<file path="config.mk">
export PLATFORM = sky130hd
export DESIGN_NAME = branch_predict_resolve
export DESIGN_NICKNAME = d
export VERILOG_FILES = /design/src/rtl/branch_predict_resolve.sv
export SDC_FILE = /design/constraint.sdc
export NUM_CORES = 2
export LEC_CHECK = 0
export CAP_MARGIN = 20
export CORE_MARGIN = 2
export CORE_UTILIZATION = 53
export CTS_CLUSTER_DIAMETER = 60
export CTS_CLUSTER_SIZE = 16
export DETAILED_ROUTE_END_ITERATION = 10
export PLACE_DENSITY_LB_ADDON = 0.3
export SLEW_MARGIN = 10
export SYNTH_ARGS = -nofsm -noshare
export SYNTH_HDL_FRONTEND = slang
export SYNTH_SLANG_ARGS = --single-unit
</file>
<file path="constraint.sdc">
create_clock -name clk -period 21.7 [get_ports clk]
set_input_delay 2.17 -clock clk [delete_from_list [all_inputs] [get_ports clk]]
set_output_delay 2.17 -clock clk [all_outputs]
set_load 0.05 [all_outputs]
</file>
<file path="src/rtl/branch_predict_resolve.sv">
// Branch/jump resolver with a direct-mapped BTB. Fetch lookup is combinational; resolution is registered (1 cycle).
// stall freezes every register and the BTB; there is no other backpressure.
module branch_predict_resolve #(
  parameter int         XLEN        = 32,
  parameter int         BTB_ENTRIES = 8,
  parameter logic [4:0] LINK_REG    = 5'd31
) (
  input  logic            clk,
  input  logic            reset,
  input  logic [XLEN-1:0] fetch_pc,
  output logic            pred_hit,
  output logic            pred_taken,
  output logic [XLEN-1:0] pred_target,
  input  logic            in_valid,
  input  logic            stall,
  input  logic [31:0]     instruction,
  input  logic [XLEN-1:0] pc,
  input  logic [XLEN-1:0] pc_plus_four,
  input  logic [XLEN-1:0] rs1,
  input  logic            in_pred_taken,
  input  logic [XLEN-1:0] in_pred_target,
  output logic            out_valid,
  output logic            take_branch,
  output logic            redirect,
  output logic [XLEN-1:0] redirect_pc,
  output logic            link_we,
  output logic [4:0]      link_sel,
  output logic [XLEN-1:0] link_data,
  output logic [31:0]     perf_branches,
  output logic [31:0]     perf_mispred
);

  localparam int IDX  = $clog2(BTB_ENTRIES);
  localparam int TAGW = XLEN - IDX - 2;

  localparam logic [5:0] OP_J    = 6'h02;
  localparam logic [5:0] OP_JAL  = 6'h03;
  localparam logic [5:0] OP_BEQZ = 6'h04;
  localparam logic [5:0] OP_BNEZ = 6'h05;
  localparam logic [5:0] OP_JR   = 6'h12;
  localparam logic [5:0] OP_JALR = 6'h13;

  // BTB storage
  logic            valid_q [BTB_ENTRIES];
  logic [1:0]      ctr_q   [BTB_ENTRIES];
  logic [TAGW-1:0] tag_q   [BTB_ENTRIES];
  logic [XLEN-1:0] tgt_q   [BTB_ENTRIES];

  // Fetch-side lookup sees only pre-edge contents, so no bypass from the decode update.
  logic [IDX-1:0]  f_idx;
  logic [TAGW-1:0] f_tag;

  assign f_idx       = fetch_pc[IDX+1:2];
  assign f_tag       = fetch_pc[XLEN-1:IDX+2];
  assign pred_hit    = valid_q[f_idx] && (tag_q[f_idx] == f_tag);
  assign pred_taken  = pred_hit && ctr_q[f_idx][1];
  assign pred_target = pred_hit ? tgt_q[f_idx] : '0;

  logic [IDX-1:0]  d_idx;
  logic [TAGW-1:0] d_tag;
  logic            d_hit;

  assign d_idx = pc[IDX+1:2];
  assign d_tag = pc[XLEN-1:IDX+2];
  assign d_hit = valid_q[d_idx] && (tag_q[d_idx] == d_tag);

  logic unused_pc_lsbs;
  assign unused_pc_lsbs = ^{pc[1:0], fetch_pc[1:0]};

  logic [5:0]      opcode;
  logic [XLEN-1:0] imm26_sext;
  logic [XLEN-1:0] imm16_sext;
  logic            is_ctl;
  logic            is_uncond;
  logic            is_link;
  logic            taken;
  logic [XLEN-1:0] target;
  logic [XLEN-1:0] next_pc;
  logic            mispred;
  logic            sample;

  assign opcode     = instruction[31:26];
  assign imm26_sext = {{(XLEN-26){instruction[25]}}, instruction[25:0]};
  assign imm16_sext = {{(XLEN-16){instruction[15]}}, instruction[15:0]};

  always_comb begin
    is_ctl    = 1'b0;
    is_uncond = 1'b0;
    is_link   = 1'b0;
    taken     = 1'b0;
    target    = '0;
    case (opcode)
      OP_J, OP_JAL: begin
        is_ctl    = 1'b1;
        is_uncond = 1'b1;
        is_link   = (opcode == OP_JAL);
        taken     = 1'b1;
        target    = pc_plus_four + imm26_sext;
      end
      OP_JR, OP_JALR: begin
        is_ctl    = 1'b1;
        is_uncond = 1'b1;
        is_link   = (opcode == OP_JALR);
        taken     = 1'b1;
        target    = rs1;
      end
      OP_BEQZ, OP_BNEZ: begin
        is_ctl = 1'b1;
        taken  = (opcode == OP_BEQZ) ? (rs1 == '0) : (rs1 != '0);
        target = pc_plus_four + imm16_sext;
      end
      default: ;
    endcase
  end

  // A predicted-taken non-control instruction is a stale BTB alias and must also redirect.
  assign next_pc = taken ? target : pc_plus_four;
  assign mispred = taken ? (!in_pred_taken || (in_pred_target != target)) : in_pred_taken;
  assign sample  = in_valid && !stall;

  logic            btb_we;
  logic            ent_valid_d;
  logic [1:0]      ent_ctr_d;
  logic [TAGW-1:0] ent_tag_d;
  logic [XLEN-1:0] ent_tgt_d;

  always_comb begin
    btb_we      = 1'b0;
    ent_valid_d = valid_q[d_idx];
    ent_ctr_d   = ctr_q[d_idx];
    ent_tag_d   = tag_q[d_idx];
    ent_tgt_d   = tgt_q[d_idx];
    if (sample) begin
      if (is_ctl && d_hit) begin
        btb_we = 1'b1;
        if (taken) ent_tgt_d = target;
        if (is_uncond)             ent_ctr_d = 2'b11;
        else if (taken)            ent_ctr_d = (ctr_q[d_idx] == 2'b11) ? 2'b11 : ctr_q[d_idx] + 2'd1;
        else                       ent_ctr_d = (ctr_q[d_idx] == 2'b00) ? 2'b00 : ctr_q[d_idx] - 2'd1;
      end else if (is_ctl && taken) begin
        btb_we      = 1'b1;
        ent_valid_d = 1'b1;
        ent_tag_d   = d_tag;
        ent_tgt_d   = target;
        ent_ctr_d   = is_uncond ? 2'b11 : 2'b10;
      end else if (!is_ctl && d_hit) begin
        btb_we      = 1'b1;
        ent_valid_d = 1'b0;
      end
    end
  end

  always_ff @(posedge clk or posedge reset) begin
    if (reset) begin
      for (int i = 0; i < BTB_ENTRIES; i++) begin
        valid_q[i] <= 1'b0;
        ctr_q[i]   <= 2'b01;
        tag_q[i]   <= '0;
        tgt_q[i]   <= '0;
      end
    end else if (btb_we) begin
      valid_q[d_idx] <= ent_valid_d;
      ctr_q[d_idx]   <= ent_ctr_d;
      tag_q[d_idx]   <= ent_tag_d;
      tgt_q[d_idx]   <= ent_tgt_d;
    end
  end

  logic            out_valid_q,   out_valid_d;
  logic            take_q,        take_d;
  logic            redirect_q,    redirect_d;
  logic [XLEN-1:0] redirect_pc_q, redirect_pc_d;
  logic            link_we_q,     link_we_d;
  logic [4:0]      link_sel_q,    link_sel_d;
  logic [XLEN-1:0] link_data_q,   link_data_d;
  logic [31:0]     perf_br_q,     perf_br_d;
  logic [31:0]     perf_mp_q,     perf_mp_d;

  always_comb begin
    out_valid_d   = out_valid_q;
    take_d        = take_q;
    redirect_d    = redirect_q;
    redirect_pc_d = redirect_pc_q;
    link_we_d     = link_we_q;
    link_sel_d    = link_sel_q;
    link_data_d   = link_data_q;
    perf_br_d     = perf_br_q;
    perf_mp_d     = perf_mp_q;
    if (sample) begin
      out_valid_d   = 1'b1;
      take_d        = taken;
      redirect_d    = mispred;
      redirect_pc_d = next_pc;
      link_we_d     = is_link;
      link_sel_d    = LINK_REG;
      link_data_d   = pc_plus_four;
      if (is_ctl && (perf_br_q != 32'hFFFF_FFFF)) perf_br_d = perf_br_q + 32'd1;
      if (mispred && (perf_mp_q != 32'hFFFF_FFFF)) perf_mp_d = perf_mp_q + 32'd1;
    end else if (!stall) begin
      out_valid_d = 1'b0;
      take_d      = 1'b0;
      redirect_d  = 1'b0;
      link_we_d   = 1'b0;
    end
  end

  always_ff @(posedge clk or posedge reset) begin
    if (reset) begin
      out_valid_q   <= 1'b0;
      take_q        <= 1'b0;
      redirect_q    <= 1'b0;
      redirect_pc_q <= '0;
      link_we_q     <= 1'b0;
      link_sel_q    <= 5'd0;
      link_data_q   <= '0;
      perf_br_q     <= 32'd0;
      perf_mp_q     <= 32'd0;
    end else begin
      out_valid_q   <= out_valid_d;
      take_q        <= take_d;
      redirect_q    <= redirect_d;
      redirect_pc_q <= redirect_pc_d;
      link_we_q     <= link_we_d;
      link_sel_q    <= link_sel_d;
      link_data_q   <= link_data_d;
      perf_br_q     <= perf_br_d;
      perf_mp_q     <= perf_mp_d;
    end
  end

  assign out_valid     = out_valid_q;
  assign take_branch   = take_q;
  assign redirect      = redirect_q;
  assign redirect_pc   = redirect_pc_q;
  assign link_we       = link_we_q;
  assign link_sel      = link_sel_q;
  assign link_data     = link_data_q;
  assign perf_branches = perf_br_q;
  assign perf_mispred  = perf_mp_q;

endmodule

</file>
==> impl_metrics.py <==
metrics = {
    "run_status": {
        "outcome": "completed",
    },
    "power": {
        "powerDensity_nw_per_um2": 66.2,
        "p_sw_share_pct": 30.4,
        "netSwitchingPower_mw": 0.834,
        "p_seq_share_pct": 45.4,
        "combPwrFrac_pct": 18.4,
        "leakage_nw": 17.2,
        "clkPwrFrac_pct": 36.3,
        "ir_drop_uv": 65.8,
        "p_int_mw": 1.91,
    },
    "sta": {
        "period_needed_ns": 8.97,
        "relSlewSlack_pct": 15.4,
        "fin_tns_setup_ns": 0,
        "rsz0062_at_grt": "false",
        "fin_ws_ns": 12.73,
        "setup_viol": 0,
        "fin_worst_skew_ns": 0.0332,
        "fin_crit_sh_pct": 41.3,
        "max_freq_ghz": 0.111,
        "hold_viol_final": 0,
        "slew_viol_final": 0,
        "worst_pin_slew_ns": 1.24,
    },
    "yosys": {
        "postSynthRegisterBits": 629,
        "synth-seq-area-share_pct": 44.4,
        "netlist_instances": 3713,
        "synth_area_um2": 35500,
        "ys_warn_count": 0,
        "synth-edff-count": 0,
        "synth.area.top_cells": "dfrtp_1, mux4_2, o21ai_0",
        "synth_top_area_share_pct": 43.8,
        "ys_types": 77,
        "yosysMostFrequentCell": "nand2_1",
        "synth.avg_cell_area_um2": 9.55,
        "syn_nets": 3945,
        "synthTopCellsByCount": "nand2_1, dfrtp_1, o21ai_0",
        "ys.flop_type": "dfrtp_1",
        "synthArstFlopShare_pct": 100,
        "yosysTopAreaCell": "dfrtp_1",
    },
    "clock_network": {
        "cts_buffers": 53,
        "path_clk_slew_ns": 0.07,
        "htreeDepth": 2,
        "insertion_delay_ns": 0.64,
        "cts_hold_buf": 0,
        "post_cts_buffers": 0,
        "clockRootBuffer": "clkbuf_16",
        "cts_tree": "done",
        "post_cts_resized": 0,
        "cts.sinks": 629,
        "cts.path.max_buffers": 3,
    },
    "final_layout": {
        "layout.nets": 4144,
        "area_growth_pct": 16.8,
        "drive_above_1_share_pct": 9.77,
    },
    "floorplan": {
        "num_rows": 94,
        "die_width_um": 263,
        "core_area_um2": 66000,
        "fp.dieH_um": 263,
        "initial_utilization_pct": 53.7,
        "pin_count": 368,
        "die_area_um2": 69000,
    },
    "global_route": {
        "grt_pass1_wl_mm": 193,
        "grt_usage_pct": 36.5,
        "grt_max_degree": 164,
        "grt_pass1_vias": 30800,
        "overflow": 0,
        "antenna_found_initial": 7,
    },
    "placement": {
        "pre_cts_ws_ns": 12.42,
        "dpl.hpwl_mm": 85.2,
        "port_buffers": 363,
        "place_congestion": 1.03,
    },
    "routing": {
        "drc": 0,
        "ant_nets": 0,
        "dr.first_iter.drc_count": 4057,
        "wire_per_inst_um": 26.5,
        "wl_mm": 127,
        "vias_per_cell": 6.62,
        "num_vias": 31900,
        "drt_first_pass_iters": 8,
    },
    "critical_path": {
        "r2r_setup_slack_ns": 17.48,
        "reg2reg_depth": 12,
        "cp.arrival_ns": 6.80,
        "worstPathMaxFanout": 58,
        "r2r-start": "tag_q[27]$_DFFE_PP0P_",
        "crit_start": "fetch_pc[2]",
        "endpoint": "pred_target[8]",
        "timing.rr.end": "tag_q[150]$_DFFE_PP0P_",
        "crit_type": "in2out",
        "endpoint_kind": "output pin",
        "slowest_delay_ns": 0.86,
        "cp_slowest_cell": "clkdlybuf4s50_1",
        "cp_data_required_time_ns": 19.53,
        "start_kind": "input port",
        "path_cells": "clkbuf_8, buf_4, mux4_2, mux2i_1, xor2_1, nand4_1, nor3_1, nand4_1, buf_4, nor2_1, clkdlybuf4s50_1",
    },
    "run": {
        "maxCapViolCount": 0,
    },
    "hold_path": {
        "worstHoldPathType": "reg2reg",
    },
}
## final cells by class
class	instances	area, µm²
antenna	6	15.0
clock buffer	62	1400
clock inverter	23	313
fill	5390	24600
inverter	38	150
multi-input combinational	2754	18500
sequential	629	15800
tap	864	1080
timing repair buffer	436	4200
## cell families after synthesis
kind of cell | synth area share (%)
simple gates | 14.7
compound gates | 18.6
flops | 44.4
buf+inv | 3.60
mux | 13.8
xor+xnor | 3.66
fa+ha+maj | 1.26
## worst max-delay path, delay by kind of cell
| family | cells | cell delay, ns |
|---|---|---|
| buffers and inverters | 4 | 2.41 |
| AND/OR/NAND/NOR | 4 | 1.00 |
| multiplexers | 2 | 0.85 |
| XOR/XNOR | 1 | 0.23 |
## metrics by stage
stage | cells | total power, mW | instance area, µm² | hold slack, ns | utilization [%]
after global routing | 4811 | 2.82 | 41400 | 0.501 | 62.8
final | 4812 | 2.74 | 41400 | 0.472 | 62.8
after detailed placement | 4719 | 1.76 | 39700 | 0.462 | 60.1
after floorplan | 3713 | 1.56 | 35500 | 0.458 | -
after global placement | 4719 | 1.75 | 39700 | 0.461 | 60.1
after CTS | 4804 | 2.74 | 41400 | 0.481 | 62.7
## sequential cells by signal (all words and copies together), names as in the netlist
signal	cells
tgt_q	256
redirect	1
perf_mispred	32
valid_q	8
link_sel	1
redirect_pc	32
take_branch	1
link_we	1
link_data	32
perf_branches	32
tag_q	216
out_valid	1
ctr_q	16
## routing by layer
metal	global-route usage (%)	vias to the layer above	wire [µm]
li1	-	13900	-
met1	49.9	15700	49700
met2	56.6	1858	58500
met3	6.92	348	12900
met4	16.7	2	6250
met5	0	-	11
## power by group through the flow
stage | logic, mW | registers [mW] | clock network, mW
2_1_floorplan | 0.211 | 1.34 | 0
3_3_place_gp | 0.491 | 1.26 | 0
3_5_place_dp | 0.493 | 1.26 | 0
4_1_cts | 0.495 | 1.24 | 1.01
5_1_grt | 0.528 | 1.25 | 1.05
6_report | 0.504 | 1.24 | 0.994
## placed cells by master (no fill, tap or decap), drive strengths merged, types with 9 or more instances in the layout
| cell | instances |
|---|---|
| buf | 77 |
| nand3 | 56 |
| a22o | 27 |
| a32o | 11 |
| a211oi | 12 |
| inv | 45 |
| a221oi | 68 |
| dfrtp | 621 |
| and3 | 27 |
| o31ai | 27 |
| xnor2 | 82 |
| and2 | 13 |
| o21ai | 617 |
| nand4 | 58 |
| nor2b | 21 |
| a21oi | 97 |
| ha | 34 |
| clkbuf | 64 |
| clkdlybuf4s50 | 357 |
| o211ai | 19 |
| nor4 | 40 |
| a221o | 9 |
| or3 | 10 |
| a21o | 15 |
| o22ai | 15 |
| nand2b | 11 |
| a31oi | 22 |
| nor3 | 39 |
| mux4 | 145 |
| clkinv | 10 |
| mux2i | 115 |
| nand2 | 726 |
| nor2 | 138 |
| a22oi | 89 |
| mux2 | 41 |
| nor3b | 9 |
| xor2 | 66 |
## worst min-delay path by stage
stage / startpoint / endpoint / slack, ns / cells past startpoint
6_report: link_data[12]$_DFFE_PP0P_ / link_data[12]$_DFFE_PP0P_ / 0.47 / 2
5_1_grt: out_valid$_DFFE_PP0P_ / out_valid$_DFFE_PP0P_ / 0.50 / 2
4_1_cts: link_data[12]$_DFFE_PP0P_ / link_data[12]$_DFFE_PP0P_ / 0.48 / 2
3_5_place_dp: link_data[6]$_DFFE_PP0P_ / link_data[6]$_DFFE_PP0P_ / 0.46 / 2
3_3_place_gp: redirect_pc[29]$_DFFE_PP0P_ / redirect_pc[29]$_DFFE_PP0P_ / 0.46 / 2
2_1_floorplan: ctr_q[0]$_DFFE_PP1P_ / ctr_q[0]$_DFFE_PP1P_ / 0.46 / 2
Note: power is estimated with default switching activity, not from simulation.
